**src/rtl/alu_issue_seq_pkg.sv**
```systemverilog
// Shared definitions for the ALU issue sequencer: opcode values, instruction
// word field positions, FSM state encoding and the opcode legality decode.
package alu_issue_seq_pkg;

    localparam int INSTR_W = 16;
    localparam int DATA_W  = 16;
    localparam int OPC_W   = 8;
    localparam int REG_AW  = 4;

    // Instruction word: [15:8] opcode, [7:4] rdest, [3:0] rsrc
    localparam int OPC_HI = 15;
    localparam int OPC_LO = 8;
    localparam int RD_HI  = 7;
    localparam int RD_LO  = 4;
    localparam int RS_HI  = 3;
    localparam int RS_LO  = 0;

    localparam logic [OPC_W-1:0] OP_AND  = 8'h01;
    localparam logic [OPC_W-1:0] OP_OR   = 8'h02;
    localparam logic [OPC_W-1:0] OP_XOR  = 8'h03;
    localparam logic [OPC_W-1:0] OP_NOT  = 8'h04;
    localparam logic [OPC_W-1:0] OP_ADD  = 8'h05;
    localparam logic [OPC_W-1:0] OP_ADDU = 8'h06;
    localparam logic [OPC_W-1:0] OP_ADDC = 8'h07;
    localparam logic [OPC_W-1:0] OP_RSH  = 8'h08;
    localparam logic [OPC_W-1:0] OP_SUB  = 8'h09;
    localparam logic [OPC_W-1:0] OP_SUBC = 8'h0A;
    localparam logic [OPC_W-1:0] OP_CMP  = 8'h0B;
    localparam logic [OPC_W-1:0] OP_ALSH = 8'h0C;
    localparam logic [OPC_W-1:0] OP_MULT = 8'h0E;
    localparam logic [OPC_W-1:0] OP_ARSH = 8'h0F;
    localparam logic [OPC_W-1:0] OP_LSH  = 8'h84;

    typedef enum logic [1:0] {
        ST_IDLE = 2'd0,
        ST_READ = 2'd1,
        ST_EXEC = 2'd2,
        ST_WB   = 2'd3
    } state_t;

    function automatic logic is_legal_op(input logic [OPC_W-1:0] op);
        logic legal;
        case (op)
            OP_AND, OP_OR, OP_XOR, OP_NOT, OP_ADD, OP_ADDU, OP_ADDC, OP_RSH,
            OP_SUB, OP_SUBC, OP_CMP, OP_ALSH, OP_MULT, OP_ARSH, OP_LSH: legal = 1'b1;
            default: legal = 1'b0;
        endcase
        return legal;
    endfunction

endpackage

```
**src/rtl/alu_issue_regfile.sv**
```systemverilog
// Register file for the issue sequencer: one write port, three asynchronous
// read ports (rdest, rsrc, debug); the whole array clears on reset.
module alu_issue_regfile
    import alu_issue_seq_pkg::*;
#(
    parameter int NUM_REGS = 16
) (
    input  logic              clock,
    input  logic              reset,
    input  logic              i_we,
    input  logic [REG_AW-1:0] i_waddr,
    input  logic [DATA_W-1:0] i_wdata,
    input  logic [REG_AW-1:0] i_raddr_a,
    output logic [DATA_W-1:0] o_rdata_a,
    input  logic [REG_AW-1:0] i_raddr_b,
    output logic [DATA_W-1:0] o_rdata_b,
    input  logic [REG_AW-1:0] i_raddr_dbg,
    output logic [DATA_W-1:0] o_rdata_dbg
);

    logic [DATA_W-1:0] r_mem [NUM_REGS];

    // Flop array rather than RAM: every entry must clear in a single reset cycle.
    for (genvar gi = 0; gi < NUM_REGS; gi++) begin : g_reg
        always_ff @(posedge clock) begin
            if (!reset) begin
                r_mem[gi] <= '0;
            end else if (i_we && (i_waddr == REG_AW'(gi))) begin
                r_mem[gi] <= i_wdata;
            end
        end
    end

    assign o_rdata_a   = r_mem[i_raddr_a];
    assign o_rdata_b   = r_mem[i_raddr_b];
    assign o_rdata_dbg = r_mem[i_raddr_dbg];

endmodule

```
**src/rtl/alu_issue_seq.sv**
```systemverilog
// Issue sequencer: accepts instruction words, reads operands, drives the external
// combinational ALU, samples its result after EXEC_CYCLES and writes it back.
module alu_issue_seq
    import alu_issue_seq_pkg::*;
#(
    parameter int EXEC_CYCLES = 1,
    parameter int NUM_REGS    = 16
) (
    input  logic               clock,
    input  logic               reset,
    input  logic               instr_valid,
    input  logic [INSTR_W-1:0] instr_data,
    output logic               instr_ready,
    output logic [DATA_W-1:0]  alu_r1,
    output logic [DATA_W-1:0]  alu_r2,
    output logic [OPC_W-1:0]   alu_opcode,
    input  logic [DATA_W-1:0]  alu_rout,
    output logic               wb_valid,
    output logic [REG_AW-1:0]  wb_addr,
    output logic [DATA_W-1:0]  wb_data,
    output logic               illegal,
    output logic               busy,
    input  logic               dbg_we,
    input  logic [REG_AW-1:0]  dbg_addr,
    input  logic [DATA_W-1:0]  dbg_wdata,
    output logic [DATA_W-1:0]  dbg_rdata
);

    localparam int CNT_W = (EXEC_CYCLES > 1) ? $clog2(EXEC_CYCLES) : 1;
    localparam logic [CNT_W-1:0] CNT_LOAD = CNT_W'(EXEC_CYCLES - 1);

    state_t             r_state;
    state_t             w_state_next;
    logic [INSTR_W-1:0] r_instr;
    logic [INSTR_W-1:0] w_instr_next;
    logic [DATA_W-1:0]  r_alu_r1;
    logic [DATA_W-1:0]  w_alu_r1_next;
    logic [DATA_W-1:0]  r_alu_r2;
    logic [DATA_W-1:0]  w_alu_r2_next;
    logic [OPC_W-1:0]   r_alu_opcode;
    logic [OPC_W-1:0]   w_alu_opcode_next;
    logic [CNT_W-1:0]   r_cnt;
    logic [CNT_W-1:0]   w_cnt_next;
    logic [DATA_W-1:0]  r_result;
    logic [DATA_W-1:0]  w_result_next;
    logic               r_wb_valid;
    logic               w_wb_valid_next;
    logic [REG_AW-1:0]  r_wb_addr;
    logic [REG_AW-1:0]  w_wb_addr_next;
    logic [DATA_W-1:0]  r_wb_data;
    logic [DATA_W-1:0]  w_wb_data_next;
    logic               r_illegal;
    logic               w_illegal_next;

    logic [OPC_W-1:0]   w_opc;
    logic [REG_AW-1:0]  w_rdest;
    logic [REG_AW-1:0]  w_rsrc;
    logic [DATA_W-1:0]  w_rd_val;
    logic [DATA_W-1:0]  w_rs_val;
    logic               w_rf_we;
    logic [REG_AW-1:0]  w_rf_waddr;
    logic [DATA_W-1:0]  w_rf_wdata;

    assign w_opc   = r_instr[OPC_HI:OPC_LO];
    assign w_rdest = r_instr[RD_HI:RD_LO];
    assign w_rsrc  = r_instr[RS_HI:RS_LO];

    alu_issue_regfile #(
        .NUM_REGS (NUM_REGS)
    ) u_regfile (
        .clock       (clock),
        .reset       (reset),
        .i_we        (w_rf_we),
        .i_waddr     (w_rf_waddr),
        .i_wdata     (w_rf_wdata),
        .i_raddr_a   (w_rdest),
        .o_rdata_a   (w_rd_val),
        .i_raddr_b   (w_rsrc),
        .o_rdata_b   (w_rs_val),
        .i_raddr_dbg (dbg_addr),
        .o_rdata_dbg (dbg_rdata)
    );

    always_ff @(posedge clock) begin
        if (!reset) begin
            r_state <= ST_IDLE;
        end else begin
            r_state <= w_state_next;
        end
    end

    always_comb begin
        w_state_next      = r_state;
        w_instr_next      = r_instr;
        w_alu_r1_next     = r_alu_r1;
        w_alu_r2_next     = r_alu_r2;
        w_alu_opcode_next = r_alu_opcode;
        w_cnt_next        = r_cnt;
        w_result_next     = r_result;
        w_wb_valid_next   = 1'b0;
        w_wb_addr_next    = r_wb_addr;
        w_wb_data_next    = r_wb_data;
        w_illegal_next    = 1'b0;
        w_rf_we           = 1'b0;
        w_rf_waddr        = dbg_addr;
        w_rf_wdata        = dbg_wdata;

        case (r_state)
            ST_IDLE: begin
                // Preload and accept may share an edge; READ then sees the preload.
                w_rf_we = dbg_we;
                if (instr_valid) begin
                    w_instr_next = instr_data;
                    w_state_next = ST_READ;
                end
            end
            ST_READ: begin
                if (is_legal_op(w_opc)) begin
                    w_alu_r1_next     = w_rd_val;
                    w_alu_r2_next     = w_rs_val;
                    w_alu_opcode_next = w_opc;
                    w_cnt_next        = CNT_LOAD;
                    w_state_next      = ST_EXEC;
                end else begin
                    w_illegal_next = 1'b1;
                    w_state_next   = ST_IDLE;
                end
            end
            ST_EXEC: begin
                if (r_cnt == '0) begin
                    w_result_next = alu_rout;
                    w_state_next  = ST_WB;
                end else begin
                    w_cnt_next = r_cnt - CNT_W'(1);
                end
            end
            ST_WB: begin
                // CMP only sets ALU-side flags, so its result is discarded.
                if (w_opc != OP_CMP) begin
                    w_rf_we         = 1'b1;
                    w_rf_waddr      = w_rdest;
                    w_rf_wdata      = r_result;
                    w_wb_valid_next = 1'b1;
                    w_wb_addr_next  = w_rdest;
                    w_wb_data_next  = r_result;
                end
                w_state_next = ST_IDLE;
            end
            default: begin
                w_state_next = ST_IDLE;
            end
        endcase
    end

    always_ff @(posedge clock) begin
        if (!reset) begin
            r_instr      <= '0;
            r_alu_r1     <= '0;
            r_alu_r2     <= '0;
            r_alu_opcode <= '0;
            r_cnt        <= '0;
            r_result     <= '0;
            r_wb_valid   <= 1'b0;
            r_wb_addr    <= '0;
            r_wb_data    <= '0;
            r_illegal    <= 1'b0;
        end else begin
            r_instr      <= w_instr_next;
            r_alu_r1     <= w_alu_r1_next;
            r_alu_r2     <= w_alu_r2_next;
            r_alu_opcode <= w_alu_opcode_next;
            r_cnt        <= w_cnt_next;
            r_result     <= w_result_next;
            r_wb_valid   <= w_wb_valid_next;
            r_wb_addr    <= w_wb_addr_next;
            r_wb_data    <= w_wb_data_next;
            r_illegal    <= w_illegal_next;
        end
    end

    assign instr_ready = (r_state == ST_IDLE);
    assign busy        = (r_state != ST_IDLE);
    assign alu_r1      = r_alu_r1;
    assign alu_r2      = r_alu_r2;
    assign alu_opcode  = r_alu_opcode;
    assign wb_valid    = r_wb_valid;
    assign wb_addr     = r_wb_addr;
    assign wb_data     = r_wb_data;
    assign illegal     = r_illegal;

endmodule

```
**config.mk**
```make
export PLATFORM = sky130hd
export DESIGN_NAME = alu_issue_seq
export DESIGN_NICKNAME = d
export VERILOG_FILES = /design/src/rtl/alu_issue_seq_pkg.sv /design/src/rtl/alu_issue_regfile.sv /design/src/rtl/alu_issue_seq.sv
export SDC_FILE = /design/constraint.sdc
export NUM_CORES = 1
export LEC_CHECK = 0
export BUFFER_PORTS_ARGS = -buffer_cell sky130_fd_sc_hd__buf_2
export CAP_MARGIN = 20
export CORE_MARGIN = 10
export CORE_UTILIZATION = 50
export DETAILED_ROUTE_END_ITERATION = 6
export PLACE_DENSITY_LB_ADDON = 0.15
export SETUP_SLACK_MARGIN = 0.1
export SLEW_MARGIN = 25
export SYNTH_ARGS = -nofsm -noshare
export SYNTH_HDL_FRONTEND = slang
export SYNTH_SLANG_ARGS = --single-unit
```
**constraint.sdc**
```tcl
create_clock -name clock -period 4.2 [get_ports clock]
set_input_delay 0.42 -clock clock [delete_from_list [all_inputs] [get_ports clock]]
set_output_delay 0.42 -clock clock [all_outputs]
set_load 0.05 [all_outputs]
```
# Yosys cells after proc, flatten, opt, wreduce, memory -nomap -nowiden
# Memories as Yosys holds them, arrays and structs flattened. A register that Yosys moved wholly into a read port is not among the register bits.
# Cells that the tools add are included.
# totals
n_memories	1
elab_cells	177
reg_bits	65
ram_bits	256
out_inout_bits	80
inputBits	56
# op_classes
n_mux	81
n_addsub	1
n_bitwise	17
eq_ne	37
n_reduce_logical	31
# memory_table
name	words	word_bits	rd	rd_clocked_by_memory_dff	write_ports	line_no	source
u_regfile.r_mem	16	16	3	2	16	alu_issue_regfile.sv:21	logic [DATA_W-1:0] r_mem [NUM_REGS];
# ops
operator	n
16-bit two-way mux	18
8-bit by 4-bit equality test with 1-bit output, second input constant	7
1-bit two-way mux	55
4-bit equality test, second input constant	8
8-bit by 3-bit equality test with 1-bit output, second input constant	4
4-bit by 3-bit equality test with 1-bit output, second input constant	4
8-bit by 2-bit equality test with 1-bit output, second input constant	2
1-bit logical AND	16
1-bit bitwise OR	16
2-bit AND reduction	8
15-bit OR reduction	1
4-bit by 2-bit equality test with 1-bit output, second input constant	2
8-bit by 1-bit equality test with 1-bit output, second input constant	1
8-bit equality test, second input constant	1
4-bit two-way mux	2
8-bit by 4-bit != test with 1-bit output, second input constant	1
2-bit case mux with 4 select lines	1
2-bit two-way mux	3
2-bit != test, second input constant	3
2-bit equality test, second input constant	2
4-bit by 1-bit equality test with 1-bit output, second input constant	1
4-bit zero test	1
1-bit case mux with 2 select lines	2
2-bit nonzero test	2
5 further kinds	6

# Longest topological paths before layout
# logic_depth
word_depth	9
mapped_depth	8
depth_no_buf	6

# Modules after synthesis
# Synthesis repeated with hierarchy kept, for this count alone.
# hier_totals
hier_cells	1433
hier_area_um2	19411.1
# by_module_without_submodules
module	seq_area_each_um2	cells_per_inst	n_inst	area_per_inst_um2
alu_issue_regfile	7687.4	1002	1	15503.6
alu_issue_seq	1921.8	431	1	3907.5

# Least setup slack after synthesis
# No wires, ideal clock.
# synth_timing
path_kind	reg-to-reg
startpoint	register r_state[0]
endpoint	memory u_regfile.r_mem[13][0] (enable)
t_required_ps	3789
setup_slack_ps	482
stages_incl_launch_ff	8
setup_ps	411
period_less_slack_ps	3718
arrival_ps	3307
n_path_buf	1
path_cell_list	dfxtp_1 inv_1 ha_1 nand3b_1 or2_2 mux2_2 clkbuf_1 o21ai_0
# synth_rtl
element	line_no	source
from (decl)	alu_issue_seq.sv:32	state_t r_state;
from (signal assigned)	alu_issue_seq.sv:88	r_state <= w_state_next;
to (decl)	alu_issue_regfile.sv:21	

==> qor.csv <==
metric,value,unit
status,completed,
slew margin rel.,0.348,
cts repair resizes,0,
Pleak,7.66,nW
"Seq/Total Area, Yosys",0.492,
Finished Layout Cells,2080,
Placed Instances,2005,
Placer Congestion,0.876,
hold-fix buffers at CTS,0,
Power Density,404,nW/um^2
Mapped Cells,1456,
DR vias/cell,7.08,
vias in the first global route,14755,
CTS tree,done,
Crit Path Max Fanout,18,
H-Tree Depth,2,
flip-flop and latch area,9620,um^2
vias,14733,
First DRT Iteration DRCs,1694,
Slew Limit Fails,0,
# Post-CTS Setup Buffers,0,
DP Wirelength,42300,um
Syn Area/Cell,13.4,um^2
Seq cells post-synth,352,
critical path class,reg2reg,
clock net sink count,352,
I/O pins,136,
initial core utilization,0.505,
Placement Rows,72,
Final TNS setup,0,ns
GRT Resource Usage Total,0.278,
Final Hold Viols,0,
Post-Syn Area,19500,um^2
routed wire length,66300,um
CTS buffer count,40,
antenna violations before repair,1,
Post-DRT Antenna Nets,0,
peak supply drop,0.307,mV
Max Fclk,308,MHz
Core Footprint,38600,um^2
Initial DRT Pass Iterations,5,
Multi-input gate area,9340,um^2
residual DRC count,0,
fraction of layout cells with a size suffix above 1,0.333,
worst-margin pin slew,0.978,ns
skew final,0.0320,ns
die height,218,um
largest net degree at the start of global routing,69,
Yosys cell types,45,
CP required,4.37,ns
Critical Path AT,3.42,ns
total gr overflow,0,
area growth from synthesis to layout,14.1,%
clk slew on worst S/H paths,0.07,ns
RSZ-0062 raised after global routing,no,
fin nets,1590,
die area,47300,um^2
Min-Delay Path Class,in2reg,
die width,218,um
period utilization,0.772,
synth warn,0,
Clock Tree Root,clkbuf_16,
Tmin final,3.24,ns
Startpoint Class,flip-flop,
syn nets,1517,
setup violators final,0,
DR WL/cell,31.9,um
port bufs,135,
crit end category,flip-flop,
first-pass GRT wire length,98800,um
max-cap viol count,0,
clock buffer depth,3,
Fillers,3138,
Clock Latency Late Sink,0.57,ns
## routing by layer
layer  part of all wire  global-route usage  wire length, um
met1               0.38               0.366            25100
met3               0.11              0.0660             7370
met2               0.48               0.441            31500
met4              0.035               0.105             2340
met5                  0                   0                0
## path summary, 6_finish.rpt
kind | start | endpoint | slack, ns | cells past startpoint
worst max-delay path | r_instr[12]$_SDFFE_PN0P_ | u_regfile.r_mem[13][10]$_SDFFCE_PN0P_ | 0.96 | 5
worst min-delay path | alu_rout[15] | r_result[15]$_SDFFE_PN0P_ | 0.09 | 3
worst max register to register | r_instr[12]$_SDFFE_PN0P_ | u_regfile.r_mem[13][10]$_SDFFCE_PN0P_ | 0.96 | 5
worst min register to register | wb_addr[1]$_SDFFE_PN0P_ | wb_addr[1]$_SDFFE_PN0P_ | 0.45 | 2
## power by group
part / switching (mW) / leakage, nW / internal [mW] / total, mW
Combinational: 0.840 / 3.58 / 0.523 / 1.36
Clock: 1.48 / 0.649 / 2.12 / 3.60
Sequential: 0.181 / 3.43 / 3.86 / 4.04
Total: 2.51 / 7.66 / 6.50 / 9.00
## stage by stage
stage	util	area (um^2)	total power [mW]	setup slack [ns]	hold WS (ns)
global route	0.576	22300	9.23	0.785	0.0959
CTS	0.576	22300	9.00	0.945	0.0763
finish	0.576	22300	9.00	0.958	0.0852
floorplan	-	19500	4.98	0.482	0.436
detailed placement	0.542	20900	5.46	1.03	0.441
global placement	0.542	20900	5.44	1.05	0.438
## critical path, stage by stage (launching register included)
cell and delay, ns:
dfxtp_1 0.31, or3_4 0.42, o31ai_4 0.65, buf_12 0.28
mux2_2 0.50, o21ai_2 0.67
## cell usage in the layout, fill, tap and decap left out, types with 26 or more instances in the layout
cell type  instances
clkbuf_16         41
nor2_1            26
buf_2            134
a21oi_1           42
buf_4             63
nand2_1           88
mux2i_1          101
a211o_1           32
nor4_1           133
mux4_2           208
dfxtp_1           90
edfxtp_1         256
nor3_1           195
## sequential cells by signal (all words and copies together), names as in the netlist, named ones only
| name | count |
|---|---|
| r_instr | 16 |
| r_state | 1 |
| wb_addr | 4 |
| alu_opcode | 8 |
| illegal | 1 |
| alu_r1 | 16 |
| wb_valid | 1 |
| r_result | 16 |
| alu_r2 | 16 |
| wb_data | 16 |
| u_regfile.r_mem | 256 |
## kinds of logic after synthesis
kind of cell	synth area share
simple gates	0.132
flops	0.492
mux	0.301
buf+inv	0.0370
compound gates	0.0347
fa+ha+maj	0.00320
## cells in the mapped netlist
library cell	instances	area, um^2
nand3_1	7	35.0
buf_4	3	22.5
and3b_1	3	26.3
and2_0	1	6.26
nor3_1	195	976
o21ai_0	18	90.1
or3_4	1	11.3
a31oi_1	1	6.26
nor2_1	26	97.6
nor4b_1	1	8.76
buf_2	25	125
a211oi_1	1	7.51
nand2b_1	5	31.3
o21ai_1	1	5.00
a211o_1	32	280
nand4b_1	4	35.0
and2_1	5	31.3
clkbuf_1	128	480
ha_1	5	62.6
mux2i_1	109	1090
o31ai_4	1	21.3
nand4_1	5	31.3
dfxtp_1	96	1920
o311ai_2	1	16.3
inv_2	1	3.75
edfxtp_1	256	7690
o211ai_1	1	7.51
nand2_1	88	330
buf_6	1	11.3
nor2b_1	2	12.5
mux4_2	208	4680
a21boi_1	1	7.51
and3_1	7	43.8
or4_1	1	7.51
nand3b_1	5	37.5
nor4_1	133	832
or2_2	1	6.26
a21oi_1	42	210
nor3b_1	2	15.0
mux2_2	9	101
inv_1	4	15.0
buf_1	17	63.8
a21oi_2	1	8.76
o31a_1	1	8.76
o21a_1	1	7.51
## layout make-up
cell class	instances	share of cell area
sequential	352	0.432
multi-input combinational	925	0.420
timing repair buffer	205	0.0585
clock buffer	54	0.0501
tap	518	0.0291
clock inverter	20	0.00955
inverter	5	0.000955
antenna	1	0.000112
Note: power is estimated with default switching activity, not from simulation.
